$ cat config.mk
export PLATFORM = sky130hd
export DESIGN_NAME = router_pkt_fifo
export DESIGN_NICKNAME = d
export VERILOG_FILES = /design/src/rtl/router_pkg.sv /design/src/rtl/router_fifo_ptr.sv /design/src/rtl/router_pkt_fifo.sv
export SDC_FILE = /design/constraint.sdc
export NUM_CORES = 1
export LEC_CHECK = 0
export ABC_CLOCK_PERIOD_IN_PS = 3850
export CAP_MARGIN = 20
export CORE_UTILIZATION = 55
export DETAILED_ROUTE_END_ITERATION = 16
export HOLD_SLACK_MARGIN = 0.12
export PLACE_DENSITY = 0.81
export SLEW_MARGIN = 5
export SYNTH_ARGS = -nofsm -noshare
export SYNTH_HDL_FRONTEND = slang
export SYNTH_HIERARCHICAL = 1
export SYNTH_SLANG_ARGS = --single-unit
$ cat constraint.sdc
create_clock -name clk -period 3.85 [get_ports clk]
set_input_delay 0.385 -clock clk [delete_from_list [all_inputs] [get_ports clk]]
set_output_delay 0.385 -clock clk [all_outputs]
set_load 0.1 [all_outputs]
$ cat src/rtl/router_pkg.sv
// Shared router definitions: default widths, header flag position and the
// header length-field extraction used by the packet FIFO.
package router_pkg;

  localparam int DEF_DATA_W  = 8;
  localparam int DEF_LEN_LSB = 2;

  // The header flag is stored one bit above the data word.
  function automatic int hdr_flag_idx(input int data_w);
    return data_w;
  endfunction

  localparam int HDR_FLAG = hdr_flag_idx(DEF_DATA_W);

  // Length field is data[DATA_W-1:LEN_LSB]; the caller truncates to its width.
  function automatic logic [31:0] hdr_len(input logic [31:0] word, input int len_lsb);
    return word >> len_lsb;
  endfunction

endpackage

$ cat src/rtl/router_fifo_ptr.sv
// Pointer block for router_pkt_fifo: wrap-bit pointers, full/empty/almost_full
// and, under ROUTER_PKT_FIFO_OCC_EN, the occupancy output.
module router_fifo_ptr #(
  parameter  int DEPTH    = 16,
  parameter  int AFULL_TH = DEPTH - 2,
  localparam int AW       = $clog2(DEPTH)
) (
  input  logic          clk,
  input  logic          rstn,
  input  logic          soft_rst,
  input  logic          wr_enb,
  input  logic          rd_enb,
  output logic          wr_acc,
  output logic          rd_acc,
  output logic [AW-1:0] wr_addr,
  output logic [AW-1:0] rd_addr,
  output logic          full,
  output logic          empty,
  output logic          almost_full
`ifdef ROUTER_PKT_FIFO_OCC_EN
  ,
  output logic [AW:0]   occupancy
`endif
);
  import router_pkg::*;

  localparam logic [AW:0] AFULL_V = AFULL_TH[AW:0];

  logic [AW:0] wr_ptr_q, wr_ptr_d;
  logic [AW:0] rd_ptr_q, rd_ptr_d;
  logic [AW:0] occ;

  assign empty       = (wr_ptr_q == rd_ptr_q);
  assign full        = (wr_ptr_q[AW] != rd_ptr_q[AW]) &&
                       (wr_ptr_q[AW-1:0] == rd_ptr_q[AW-1:0]);
  // Modulo subtraction stays correct across the wrap bit.
  assign occ         = wr_ptr_q - rd_ptr_q;
  assign almost_full = (occ >= AFULL_V);

  assign wr_acc  = wr_enb && !full;
  assign rd_acc  = rd_enb && !empty;
  assign wr_addr = wr_ptr_q[AW-1:0];
  assign rd_addr = rd_ptr_q[AW-1:0];

`ifdef ROUTER_PKT_FIFO_OCC_EN
  assign occupancy = occ;
`endif

  always_comb begin
    wr_ptr_d = wr_ptr_q + {{AW{1'b0}}, wr_acc};
    rd_ptr_d = rd_ptr_q + {{AW{1'b0}}, rd_acc};
  end

  always_ff @(posedge clk) begin
    if (!rstn || soft_rst) begin
      wr_ptr_q <= '0;
      rd_ptr_q <= '0;
    end else begin
      wr_ptr_q <= wr_ptr_d;
      rd_ptr_q <= rd_ptr_d;
    end
  end

endmodule

$ cat src/rtl/router_pkt_fifo.sv
// Packet-aware router output FIFO: header-flagged storage, packet length
// tracking with pkt_done strobe. Optional occupancy port: ROUTER_PKT_FIFO_OCC_EN.
module router_pkt_fifo import router_pkg::*; #(
  parameter  int DATA_W   = DEF_DATA_W,
  parameter  int DEPTH    = 16,
  parameter  int LEN_LSB  = DEF_LEN_LSB,
  parameter  int AFULL_TH = DEPTH - 2,
  localparam int AW       = $clog2(DEPTH)
) (
  input  logic              clk,
  input  logic              rstn,
  input  logic              soft_rst,
  input  logic              wr_enb,
  input  logic              lfd_state,
  input  logic [DATA_W-1:0] data_in,
  input  logic              rd_enb,
  output logic [DATA_W-1:0] data_out,
  output logic              full,
  output logic              empty,
  output logic              almost_full,
  output logic              pkt_done,
  output logic              overflow_err
`ifdef ROUTER_PKT_FIFO_OCC_EN
  ,
  output logic [AW:0]       occupancy
`endif
);

  localparam int LW      = DATA_W - LEN_LSB;
  localparam int CW      = LW + 1;
  localparam int HDR_IDX = hdr_flag_idx(DATA_W);

  logic          wr_acc, rd_acc;
  logic [AW-1:0] wr_addr, rd_addr;

  router_fifo_ptr #(
    .DEPTH    (DEPTH),
    .AFULL_TH (AFULL_TH)
  ) u_ptr (
    .clk         (clk),
    .rstn        (rstn),
    .soft_rst    (soft_rst),
    .wr_enb      (wr_enb),
    .rd_enb      (rd_enb),
    .wr_acc      (wr_acc),
    .rd_acc      (rd_acc),
    .wr_addr     (wr_addr),
    .rd_addr     (rd_addr),
    .full        (full),
    .empty       (empty),
    .almost_full (almost_full)
`ifdef ROUTER_PKT_FIFO_OCC_EN
    ,
    .occupancy   (occupancy)
`endif
  );

  logic [DATA_W:0]   mem_q [DEPTH];
  logic [DATA_W:0]   rd_word;
  logic [LW-1:0]     rd_len;
  logic [DATA_W-1:0] data_out_q, data_out_d;
  logic [CW-1:0]     pkt_cnt_q, pkt_cnt_d;
  logic              pkt_done_q, pkt_done_d;
  logic              overflow_q, overflow_d;

  // Storage is not reset; only pointers qualify its contents.
  always_ff @(posedge clk) begin
    if (wr_acc) mem_q[wr_addr] <= {lfd_state, data_in};
  end

  assign rd_word = mem_q[rd_addr];
  assign rd_len  = LW'(hdr_len(32'(rd_word[DATA_W-1:0]), LEN_LSB));

  always_comb begin
    data_out_d = data_out_q;
    pkt_cnt_d  = pkt_cnt_q;
    pkt_done_d = 1'b0;
    overflow_d = overflow_q || (wr_enb && full);
    if (rd_acc) begin
      data_out_d = rd_word[DATA_W-1:0];
      if (rd_word[HDR_IDX]) begin
        // Header length counts payload plus the trailing parity byte.
        pkt_cnt_d = {1'b0, rd_len} + CW'(1);
      end else if (pkt_cnt_q != '0) begin
        pkt_cnt_d  = pkt_cnt_q - CW'(1);
        pkt_done_d = (pkt_cnt_q == CW'(1));
      end
    end else if (pkt_cnt_q == '0) begin
      data_out_d = '0;
    end
  end

  always_ff @(posedge clk) begin
    if (!rstn || soft_rst) begin
      data_out_q <= '0;
      pkt_cnt_q  <= '0;
      pkt_done_q <= 1'b0;
      overflow_q <= 1'b0;
    end else begin
      data_out_q <= data_out_d;
      pkt_cnt_q  <= pkt_cnt_d;
      pkt_done_q <= pkt_done_d;
      overflow_q <= overflow_d;
    end
  end

  assign data_out     = data_out_q;
  assign pkt_done     = pkt_done_q;
  assign overflow_err = overflow_q;

endmodule

Word-level counts from Yosys, hierarchy flattened
Memory sizes are Yosys's and may differ from the RTL's. A register that Yosys moved wholly into a read port is not among the register bits.
Index checks and enable logic that the tools add are counted.
{ "totals": {"mem_bits_rw": 144, "memories": 1, "regBits": 27, "input_bits": 14} }
{ "classes": {"eq_ne": 4, "add_sub_neg": 5, "mux": 7, "bitwise_logic": 2, "order_cmp": 1, "n_reduce_logical": 15} }
{ "memory_table": {"columns": ["name", "words", "width", "read_ports", "rd_ports_with_merged_regs", "write_ports", "line", "text"], "rows": [
  ["mem_q", 16, 9, 1, 1, 1, "router_pkt_fifo.sv:58", "logic [DATA_W:0] mem_q [DEPTH];"]
]} }
{ "ops": {"columns": ["operator", "n"], "rows": [
  ["$mux W8", 2],
  ["$mux W7", 2],
  ["$add A5 B1 Y5", 2],
  ["$add A6 B1 Y7 const B", 1],
  ["$eq A7 B1 Y1 const B", 1],
  ["$logic_not A7 Y1", 1],
  ["$reduce_bool A7 Y1", 1],
  ["$sub A7 B1 Y7 const B", 1],
  ["$eq A5 B5 Y1", 1],
  ["$ge A5 B4 Y1 const B", 1],
  ["$sub A5 B5 Y5", 1],
  ["$eq A4 B4 Y1", 1],
  ["$logic_and A1 B1 Y1", 4],
  ["$mux W4", 1],
  ["$reduce_bool A2 Y1", 2],
  ["$reduce_or A4 Y1", 1],
  ["$logic_not A1 Y1", 3],
  ["$logic_or A1 B1 Y1", 2],
  ["$mux W1", 2],
  ["$not A1 Y1", 2],
  ["$reduce_and A2 Y1", 1],
  ["$ne A1 B1 Y1", 1]
]} }

Depth between registers and ports, before layout
Gate-level depths: netlist (run 1).
{ "depth": {"ltp_word": 6, "depth_mapped": 10} }

Hierarchy
The synthesis (run 1) kept the hierarchy.
{ "by_module_without_submodules": {"columns": ["mod", "cells_each", "area_each_um2", "n_inst", "seq_area_each_um2"], "rows": [
  ["router_pkt_fifo", 348, 6513.7, 1, 4664.5],
  ["router_fifo_ptr", 71, 638.1, 1, 200.2]
]} }

Worst setup path before layout (run 1)
OpenSTA, ideal clock, no wires.
{ "synth_timing": {"path_kind": "reg2out", "startpoint": "register u_ptr.wr_ptr_q[0]", "endpoint": "output almost_full", "n_path_buf": 0, "t_arrival_ns": 3.236, "setup_slack_ns": 0.229, "required_time_ns": 3.465, "stages_incl_launch_ff": 8, "cell_sequence": "dfxtp_1 > inv_1 > ha_1 > inv_1 > fa_1 > xor2_1 > nand2_1 > o21ai_0"} }
{ "synth_between": {"elab_chain_len": 2} }
{ "synth_lines": {"columns": ["item", "line", "text"], "rows": [
  ["from (decl)", "router_fifo_ptr.sv:29", "logic [AW:0] wr_ptr_q, wr_ptr_d;"],
  ["from (signal assigned)", "router_fifo_ptr.sv:59", "wr_ptr_q <= wr_ptr_d;"],
  ["$sub A5 B5 Y5", "router_fifo_ptr.sv:37", "assign occ = wr_ptr_q - rd_ptr_q;"],
  ["$ge A5 B4 Y1", "router_fifo_ptr.sv:38", "assign almost_full = (occ >= AFULL_V);"],
  ["to (decl)", "router_pkt_fifo.sv:20", "output logic almost_full,"]
]} }
Every way passes these cells.

Final worst setup path (run 1)
{ "layout_timing": {"startpoint": "register u_ptr.rd_ptr_q[2]", "endpoint": "memory mem_q[2][8] (netlist name) (enable)"} }
{ "layout_between": {"elab_chain_len": 6} }
{ "layout_lines": {"columns": ["item", "line", "text"], "rows": [
  ["from (decl)", "router_fifo_ptr.sv:30", "logic [AW:0] rd_ptr_q, rd_ptr_d;"],
  ["from (signal assigned)", "router_fifo_ptr.sv:60", "rd_ptr_q <= rd_ptr_d;"],
  ["$eq A4 B4 Y1", "router_fifo_ptr.sv:35", "(wr_ptr_q[AW-1:0] == rd_ptr_q[AW-1:0]);"],
  ["$logic_and A1 B1 Y1", "router_fifo_ptr.sv:34", "assign full = (wr_ptr_q[AW] != rd_ptr_q[AW]) &&"],
  ["$logic_not A1 Y1", "router_fifo_ptr.sv:40", "assign wr_acc = wr_enb && !full;"],
  ["$logic_and A1 B1 Y1", "router_fifo_ptr.sv:40", null],
  ["named net wr_acc", "router_pkt_fifo.sv:33", "logic wr_acc, rd_acc;"],
  ["$mux W1", "router_pkt_fifo.sv:68", "if (wr_acc) mem_q[wr_addr] <= {lfd_state, data_in};"],
  ["$mux W1 (implied by the code)", "router_pkt_fifo.sv:68", null],
  ["to (decl)", "router_pkt_fifo.sv:58", null]
]} }
The timed path passes the listed nets, and every way through them passes these cells.

==> results of run 1 <==
[worst max-delay path, cell delays in order (launching register included)]
cell	delay (ns)
dfxtp_1	0.52
inv_1	0.09
ha_1	0.36
nand4_1	0.15
nor2_1	0.08
nor2b_1	0.31
or3b_2	0.54
nor2_1	0.62
[report_power, final]
group	leakage [nW]	total (mW)	internal, mW	switching [mW]
Clock	0.262	1.57	0.839	0.729
Sequential	1.52	2.02	2.02	0.00685
Combinational	0.888	0.167	0.0625	0.104
[stage by stage]
| stage | total power, mW | cell area [um2] | worst slack [ns] |
|---|---|---|---|
| after floorplan | 2.17 | 7150 | 0.229 |
| after global placement | 2.22 | 7590 | 0.932 |
| after detailed placement | 2.23 | 7590 | 0.823 |
| after CTS | 3.78 | 8130 | 0.822 |
| after global routing | 3.86 | 8130 | 0.562 |
| final | 3.76 | 8130 | 0.813 |
[area by class of cell]
cell class	count	share of cell area
inverters	8	0.00369
clock inverters	14	0.0140
repair buffers	44	0.0492
multi-input cells	216	0.256
clock buffers	18	0.0528
well taps	172	0.0265
flip-flops and latches	171	0.598
[logic make-up (layout without fill, tap and decap cells)]
kind of cell	count (synthesis)	count (layout)	share of synthesized area
flip-flops	171	171	0.680
AND/OR/NAND/NOR	104	104	0.0726
AO/OA/AOI/OAI	46	46	0.0502
multiplexers	40	40	0.128
buffers and inverters	32	84	0.0290
adder cells (fa/ha/maj)	13	13	0.0238
XOR/XNOR	13	13	0.0159
[how the worst max path moves through the flow]
stage               slack (ns)           end  cells past startpoint
floorplan                 0.23   almost_full                      7
global placement          0.93   mem_q[3][7]                      7
detailed placement        0.82  pkt_cnt_q[5]                      7
CTS                       0.82  pkt_cnt_q[5]                      7
global route              0.56   mem_q[2][8]                      7
finish                    0.81   mem_q[2][8]                      7
[state kept, by name (all words and copies together) (netlist names)]
register	count
u_ptr/wr_ptr_q	5
pkt_cnt_q	7
data_out	8
u_ptr/rd_ptr_q	5
overflow_err	1
pkt_done	1
mem_q	144
[routing by layer]
metal,vias to the layer above,global-route usage
li1,1734,-
met1,2010,0.313
met2,164,0.375
met3,31,0.0575
met4,0,0.0983
met5,-,0
[Yosys cell counts, drive strengths merged]
cell type	number
buf	18
or3b	1
or4	1
nand4	1
edfxtp	144
or2	1
o31a	1
o21a	3
a221oi	1
nor3	7
nor3b	2
mux2i	2
clkbuf	6
and3	4
inv	8
nor2b	5
dfxtp	27
nand3	7
a21o	2
a2bb2oi	1
a211oi	3
nand2	17
nand2b	4
or3	1
o221a	1
o21ai	5
nor4	2
xor2	5
and4b	1
nor2	40
ha	12
nor4b	1
a22oi	23
a21oi	3
mux4	38
nand3b	3
fa	1
a31oi	3
xnor2	8
and2	6
==> metrics.txt, run 1 <==
# nets final around 490; synth unique cells 53; # hold bufs at CTS 0; Via density between 6 and 7; Synth area leaders edfxtp_1, mux4_2, dfxtp_1; area occupied by multi-input gates roughly 2100 um2; Final ANT Viol Nets 0; Hold WC Path Type flip-flop to flip-flop; Syn Nets 446; Slew Limit Fails 0; vias in the first global route about 3900; Reg2Reg Launch Point u_ptr/rd_ptr_q[2]; Worst Skew 0.0196 ns; Tcrit/Tclk final 0.789; RSZ-0062 raised after global routing false; Post-CTS Resized 0; wire per inst approximately 22 um; DRC 0; CTS sink cnt around 170; metal3 WL about 840 um; Worst Tran Pin Value between 0.9 and 1 ns; Util after Layout 0.642; CP Data Required Time 3.91 ns; total gr overflow 0; pin count of the biggest net entering global routing 39; fraction of layout cells with a size suffix above 1 0.189; Chip Width roughly 120 um; Max Fclk 329 MHz; std cell rows between 40 and 50; drt first pass iters 5; Die Area between 10000 and 15000 um2; drt total wl between 10 and 15 mm; Mean Syn Cell Area ~17 um2; Crit Path Class flip-flop to flip-flop; Setup Fix Bufs, Post-CTS 0; met2 WL slightly below 7 mm; routed via count between 3000 and 4000; DRT iter0 DRCs 345; outcome completed; critical-path maximum fanout 10; GP Congestion approximately 0.81; Yosys reg bits 171; Sequential Area 4870 um2; Initial Util 0.564; cell count after synthesis between 400 and 500; area delta synth->final 13.7%; Ant. Diodes 0; post-route non-filler standard cell count around 640; Leakage 2.67 nW; Yosys warning total 6; Cell Pwr Density about 460 nW/um2; Top Layer Used met4; Synth Cell Area 7150 um2; startpoint types flip-flop; register area share after synthesis 0.680; Worst Hold End overflow_err; H-tree Lvls 4; Register-to-Register Path Depth 7; Worst R2R End mem_q[2][8]; hold slack a little under 0.5 ns; setup TNS 0 ns; clk slew on worst S/H paths approximately 0.070 ns; clock latency on the worst-skew pair 0.43 ns; # IOs 27; PortBufs 26; most common cell after layout, fill and taps aside edfxtp_1; initial antenna violation count 0; Crit path arrival time around 3 ns; height of the die around 120 um; element type at the critical path end flip-flop; met1 wire length between 6 and 7 mm; Min-Delay Path Depth 2; global-route wire length before repair between 20 and 25 mm; Tot GR Track Use 0.235; area share of the largest cell type after synthesis 0.605; clk buf depth 2; CTS tree yes; Worst R2R Setup Slack about 0.8 ns; HP Start overflow_err; CTS root buffer clkbuf_16; Setup violations, final 0; relative slew slack 0.349; MaxCap Viol Count 0; Hold Violations, Final 0; Yosys top cell by area edfxtp_1; total CTS buffers 17; core area 12700 um2; placed insts between 600 and 700; maximum VDD drop ~0.34 mV; hpwl dp 8.83 mm; worst setup path start u_ptr/rd_ptr_q[2]; fillcell total 872; Tmin final approximately 3.0 ns; most frequent cells in the layout edfxtp_1, nor2_1, mux4_2, dfxtp_1, clkdlybuf4s50_1
Power figures use the tool's default switching activity.
==> inputs of run 2 (changes only) <==
- ABC_CLOCK_PERIOD_IN_PS: 3850 -> 2900
- clock period: 3.85 -> 2.9 ns (I/O delays scaled with it)
==> metrics.txt, run 2 (synthesized netlist as in run 1, its figures left out) <==
routed via count 3872 (-1.7%); Leakage 2.76 nW (+3.4%); Via density 5.95 (-2.9%); drt total wl 14.4 mm (+0.29%); setup TNS 0 ns (unchanged); startpoint types flip-flop; Crit path arrival time 2.86 ns (-0.23 ns); cell area after layout 8250 um2 (+1.4%); Worst R2R Setup Slack 0.17 ns (-0.64 ns); RSZ-0062 raised after global routing false; drt first pass iters 5 (unchanged); Tot GR Track Use 0.238 (+0.00257); Initial Util 0.564 (unchanged); H-tree Lvls 4 (unchanged); CP Data Required Time 3.03 ns (-0.88 ns); CTS tree yes; global-route wire length before repair 22.2 mm (-0.37%); Max Fclk 367 MHz (+11%); Register-to-Register Path Depth 8 (+1); std cell rows 41 (unchanged); area delta synth->final 15.3%; # IOs 27 (unchanged); max reg flops 144 (unchanged); Die Area 13500 um2 (unchanged); # hold bufs at CTS 0 (unchanged); Reg2Reg Launch Point u_ptr/rd_ptr_q[3]; element type at the critical path end flip-flop; Min-Delay Path Depth 2 (unchanged); Post-CTS Resized 0 (unchanged); DRC 0 (unchanged); pin count of the biggest net entering global routing 37 (-5.1%); Hold Violations, Final 0 (unchanged); hpwl dp 9.30 mm (+5.4%); height of the die 116 um (unchanged); placed inst area 7670 um2 (+1.1%); Tmin final 2.73 ns (-0.311 ns); Critical-path top delay cell or3b_2; Tcrit/Tclk final 0.940 (+0.151); relative slew slack 0.503 (+0.154); Hold WC Path Type flip-flop to flip-flop; Worst R2R End mem_q[0][1]; Crit Path Class flip-flop to flip-flop; Chip Width 116 um (unchanged); PortBufs 26 (unchanged); DRT iter0 DRCs 338 (-2.0%); clock latency on the worst-skew pair 0.43 ns (about the same); # nets final 493 (+1.6%); Largest Register mem_q; GP Congestion 0.831 (+2.8%); Worst Skew 0.00837 ns (-0.0112 ns); Setup Fix Bufs, Post-CTS 0 (unchanged); wire per inst 22.1 um (-0.94%); clk buf depth 2 (unchanged); fillcell total 848 (-2.8%); Final ANT Viol Nets 0 (unchanged); Cell Pwr Density 619 nW/um2 (+34%); most frequent cells in the layout edfxtp_1, nor2_1, buf_4, mux4_2, dfxtp_1; Slew Limit Fails 0 (unchanged); outcome completed; CTS root buffer clkbuf_16; MaxCap Viol Count 0 (unchanged); Setup violations, final 0 (unchanged); CTS sink cnt 171 (unchanged); Worst Hold End overflow_err; total CTS buffers 17 (unchanged); maximum VDD drop 0.482 mV (+42%); most common cell after layout, fill and taps aside edfxtp_1; fraction of layout cells with a size suffix above 1 0.228 (+0.0386); core area 12700 um2 (unchanged); clk slew on worst S/H paths 0.06 ns (about the same); Ant. Diodes 0 (unchanged); critical-path maximum fanout 9 (-1); HP Start overflow_err; total gr overflow 0 (unchanged); Worst Tran Pin Value 0.746 ns (-0.228 ns); vias in the first global route 3936 (+0.87%); critical path cell sequence inv_1, ha_1, nand4_1, nor2_2, nor2b_1, or3b_2, nor3_2, buf_4; CP max stage delay 0.55 ns (-0.07 ns); initial antenna violation count 0 (unchanged)
-- run 2: cell count changes in the layout (fill, tap and decap cells not counted), moves of 2 or more --
| cell | delta |
|---|---|
| inv_8 | -2 |
| clkdlybuf4s50_1 | -10 |
| buf_4 | +15 |
| nor2_1 | -2 |
| buf_12 | +3 |
| nor2_2 | +2 |
| bufinv_16 | +2 |
-- run 2: layer usage --
layer  global-route usage  vias up  wire, um  share of wire
met2                0.388      146      7220           0.50
li1                     -     1740         -              -
met3               0.0628       16       922          0.064
met1                0.310     1970      6010           0.42
met5                    0        -         0              0
met4               0.0880        0       250          0.017
-- run 2: stage by stage --
step / hold WS, ns / utilization / worst slack [ns] / power, mW / cells
floorplan: 0.389 / - / 0.0482 / 2.88 / 419
global placement: 0.455 / 0.606 / 0.364 / 2.96 / 619
detailed placement: 0.478 / 0.606 / 0.249 / 2.97 / 619
CTS: 0.493 / 0.651 / 0.157 / 5.14 / 651
global route: 0.531 / 0.651 / 0.0654 / 5.25 / 651
finish: 0.487 / 0.651 / 0.174 / 5.11 / 651
-- run 2: worst max-delay path by stage --
| stage | startpoint | endpoint | slack [ns] | cells after the start |
|---|---|---|---|---|
| floorplan | u_ptr/rd_ptr_q[2] | u_ptr/wr_ptr_q[4] | 0.05 | 10 |
| global placement | u_ptr/rd_ptr_q[3] | mem_q[0][7] | 0.36 | 8 |
| detailed placement | u_ptr/rd_ptr_q[3] | mem_q[0][7] | 0.25 | 8 |
| CTS | u_ptr/rd_ptr_q[3] | mem_q[0][1] | 0.16 | 8 |
| global route | u_ptr/wr_ptr_q[1] | mem_q[2][2] | 0.07 | 7 |
| finish | u_ptr/rd_ptr_q[3] | mem_q[0][1] | 0.17 | 8 |
-- run 2: layout make-up --
| class | count | area, um2 | area share |
|---|---|---|---|
| well taps | 172 | 215 | 0.0261 |
| multi-input cells | 216 | 2090 | 0.253 |
| flip-flops and latches | 171 | 4870 | 0.590 |
| repair buffers | 52 | 473 | 0.0573 |
| clock buffers | 18 | 429 | 0.0520 |
| clock inverters | 14 | 146 | 0.0177 |
| inverters | 8 | 30.0 | 0.00364 |
-- run 2: worst max-delay path: cells and delay by family, from the launching register on --
kind	cells	cell delay, ns
AND/OR/NAND/NOR	5	1.27
flip-flops	1	0.48
adder cells (fa/ha/maj)	1	0.34
buffers and inverters	2	0.33
-- run 2: where the power goes --
part	leakage [nW]	total [mW]	switching, mW	internal [mW]
clock	0.275	2.19	0.923	1.27
sequential	1.52	2.69	0.00966	2.68
combinational	0.964	0.228	0.139	0.0885
total	2.76	5.11	1.07	4.04
==> inputs of run 3 (changes only) <==
- CAP_MARGIN: 20 -> unset
- PLACE_DENSITY: 0.81 -> 0.73
==> metrics.txt, run 3 (synthesized netlist as in run 1, its figures left out) <==
global-route wire length before repair 21.4 mm (-3.7%); Worst Skew 0.0104 ns (+0.00200 ns); Tot GR Track Use 0.230 (-0.00808); RSZ-0062 raised after global routing false; switching part of the total power 0.202 (-0.00792); Tcrit/Tclk final 0.893 (-0.0472); PortBufs 26 (unchanged); HP Start overflow_err; fraction of layout cells with a size suffix above 1 0.230 (+0.00273); Hold Violations, Final 0 (unchanged); Hold WC Path Type flip-flop to flip-flop; area delta synth->final 15.9%; critical path cell sequence inv_1, ha_1, inv_1, fa_1, a21o_1, a21oi_2, xnor2_1, o21ai_1, buf_12; GP Congestion 0.825 (-0.70%); drt total wl 13.9 mm (-3.4%); Slew Limit Fails 0 (unchanged); met1 Use GR 0.309 (-0.000966); Crit path arrival time 2.30 ns (-0.56 ns); startpoint types flip-flop; wire per inst 21.3 um (-3.8%); # hold bufs at CTS 0 (unchanged); Die Area 13500 um2 (unchanged); hold slack 0.474 ns (-0.0125 ns); setup TNS 0 ns (unchanged); Initial Util 0.564 (unchanged); CTS root buffer clkbuf_16; maximum VDD drop 0.507 mV (+5.2%); M3 GR Usage 0.0528 (-0.00994); CP max stage delay 0.40 ns (-0.15 ns); Final ANT Viol Nets 0 (unchanged); Combinational Power Share 0.045 (about the same); CTS tree yes; clk slew on worst S/H paths 0.06 ns (about the same); Seq pwr share 0.521 (-0.005); Leakage 2.78 nW (+0.84%); Worst Tran Pin Value 0.714 ns (-0.0324 ns); most common cell after layout, fill and taps aside edfxtp_1; Largest Register mem_q; initial antenna violation count 0 (unchanged); H-tree Lvls 4 (unchanged); clock latency on the worst-skew pair 0.42 ns (about the same); vias in the first global route 3866 (-1.8%); height of the die 116 um (unchanged); # IOs 27 (unchanged); crit-path most repeated cell inv_1; Max Fclk 386 MHz (+5.3%); core area 12700 um2 (unchanged); Setup Fix Bufs, Post-CTS 0 (unchanged); most frequent cells in the layout edfxtp_1, nor2_1, buf_4, mux4_2, dfxtp_1; Ant. Diodes 0 (unchanged); layer with the highest usage met2; outcome completed; clk buf depth 2 (unchanged); fillcell total 887 (+4.6%); Crit Path Class flip-flop to primary output; DRC 0 (unchanged); Reg2Reg Launch Point u_ptr/wr_ptr_q[0]; hpwl dp 8.99 mm (-3.3%); drt first pass iters 4 (-1); Clk pwr share 0.434 (+0.005); critical-path maximum fanout 9 (unchanged); CP Data Required Time 2.61 ns (-0.42 ns); total gr overflow 0 (unchanged); relative slew slack 0.524 (+0.0216); DRT iter0 DRCs 394 (+17%); # nets final 496 (+0.61%); MaxCap Viol Count 0 (unchanged); Post-CTS Resized 0 (unchanged); Chip Width 116 um (unchanged); met2 usage 0.365 (-0.0234); Setup violations, final 0 (unchanged); pin count of the biggest net entering global routing 22 (-41%); Int Pwr 4.12 mW (+1.9%); routed via count 3849 (-0.59%); switching power 1.04 mW (-2.9%); CTS sink cnt 171 (unchanged); element type at the critical path end primary output; total CTS buffers 17 (unchanged); Critical-path top delay cell dfxtp_1; Via density 5.89 (-1.0%); max reg flops 144 (unchanged); worst setup path start u_ptr/wr_ptr_q[0]; Tmin final 2.59 ns (-0.137 ns); std cell rows 41 (unchanged); Cell Pwr Density 622 nW/um2 (+0.41%)
-- run 3: cell type report --
class,count,area (um2),area share
multi-input cells,216,2090,0.252
inverters,8,30.0,0.00362
clock inverters,13,149,0.0180
clock buffers,19,433,0.0522
well taps,172,215,0.0260
repair buffers,55,508,0.0613
flip-flops and latches,171,4870,0.587
-- run 3: per-layer routing --
metal / routed length (um) / vias up
met5: 0 / -
met4: 227 / 0
met3: 703 / 16
met2: 6880 / 119
met1: 6110 / 1965
li1: - / 1749
-- run 3: path summary, 6_finish.rpt --
| kind | endpoint | slack, ns | depth (start not counted) |
|---|---|---|---|
| hold reg to reg | overflow_err | 0.47 | 2 |
| setup reg to reg | mem_q[1][6] | 0.31 | 8 |
| setup / recovery | almost_full | 0.31 | 9 |
| hold / removal | overflow_err | 0.47 | 2 |
-- run 3: power by group through the flow --
| stage | Combinational [mW] | Clock [mW] | Sequential, mW |
|---|---|---|---|
| 2_1_floorplan | 0.136 | 0 | 2.75 |
| 3_3_place_gp | 0.224 | 0 | 2.74 |
| 3_5_place_dp | 0.231 | 0 | 2.74 |
| 4_1_cts | 0.232 | 2.27 | 2.69 |
| 5_1_grt | 0.250 | 2.37 | 2.69 |
| 6_report | 0.231 | 2.24 | 2.69 |
-- run 3: per-stage QoR --
stage / utilization / power, mW / std cells / setup slack, ns / cell area [um2]
floorplan: - / 2.88 / 419 / 0.0482 / 7160
global placement: 0.608 / 2.96 / 622 / 0.422 / 7710
detailed placement: 0.608 / 2.97 / 622 / 0.379 / 7710
CTS: 0.654 / 5.19 / 654 / 0.277 / 8290
global route: 0.654 / 5.31 / 654 / 0.140 / 8290
finish: 0.654 / 5.16 / 654 / 0.311 / 8290
-- run 3: worst max-delay path, delay by kind of cell, from the launching register on --
kind	cells	cell delay (ns)
buffers and inverters	3	0.34
DFF	1	0.40
adders and majority gates	2	0.57
AOI/OAI and AO/OA	3	0.46
xor gates and xnor gates	1	0.12
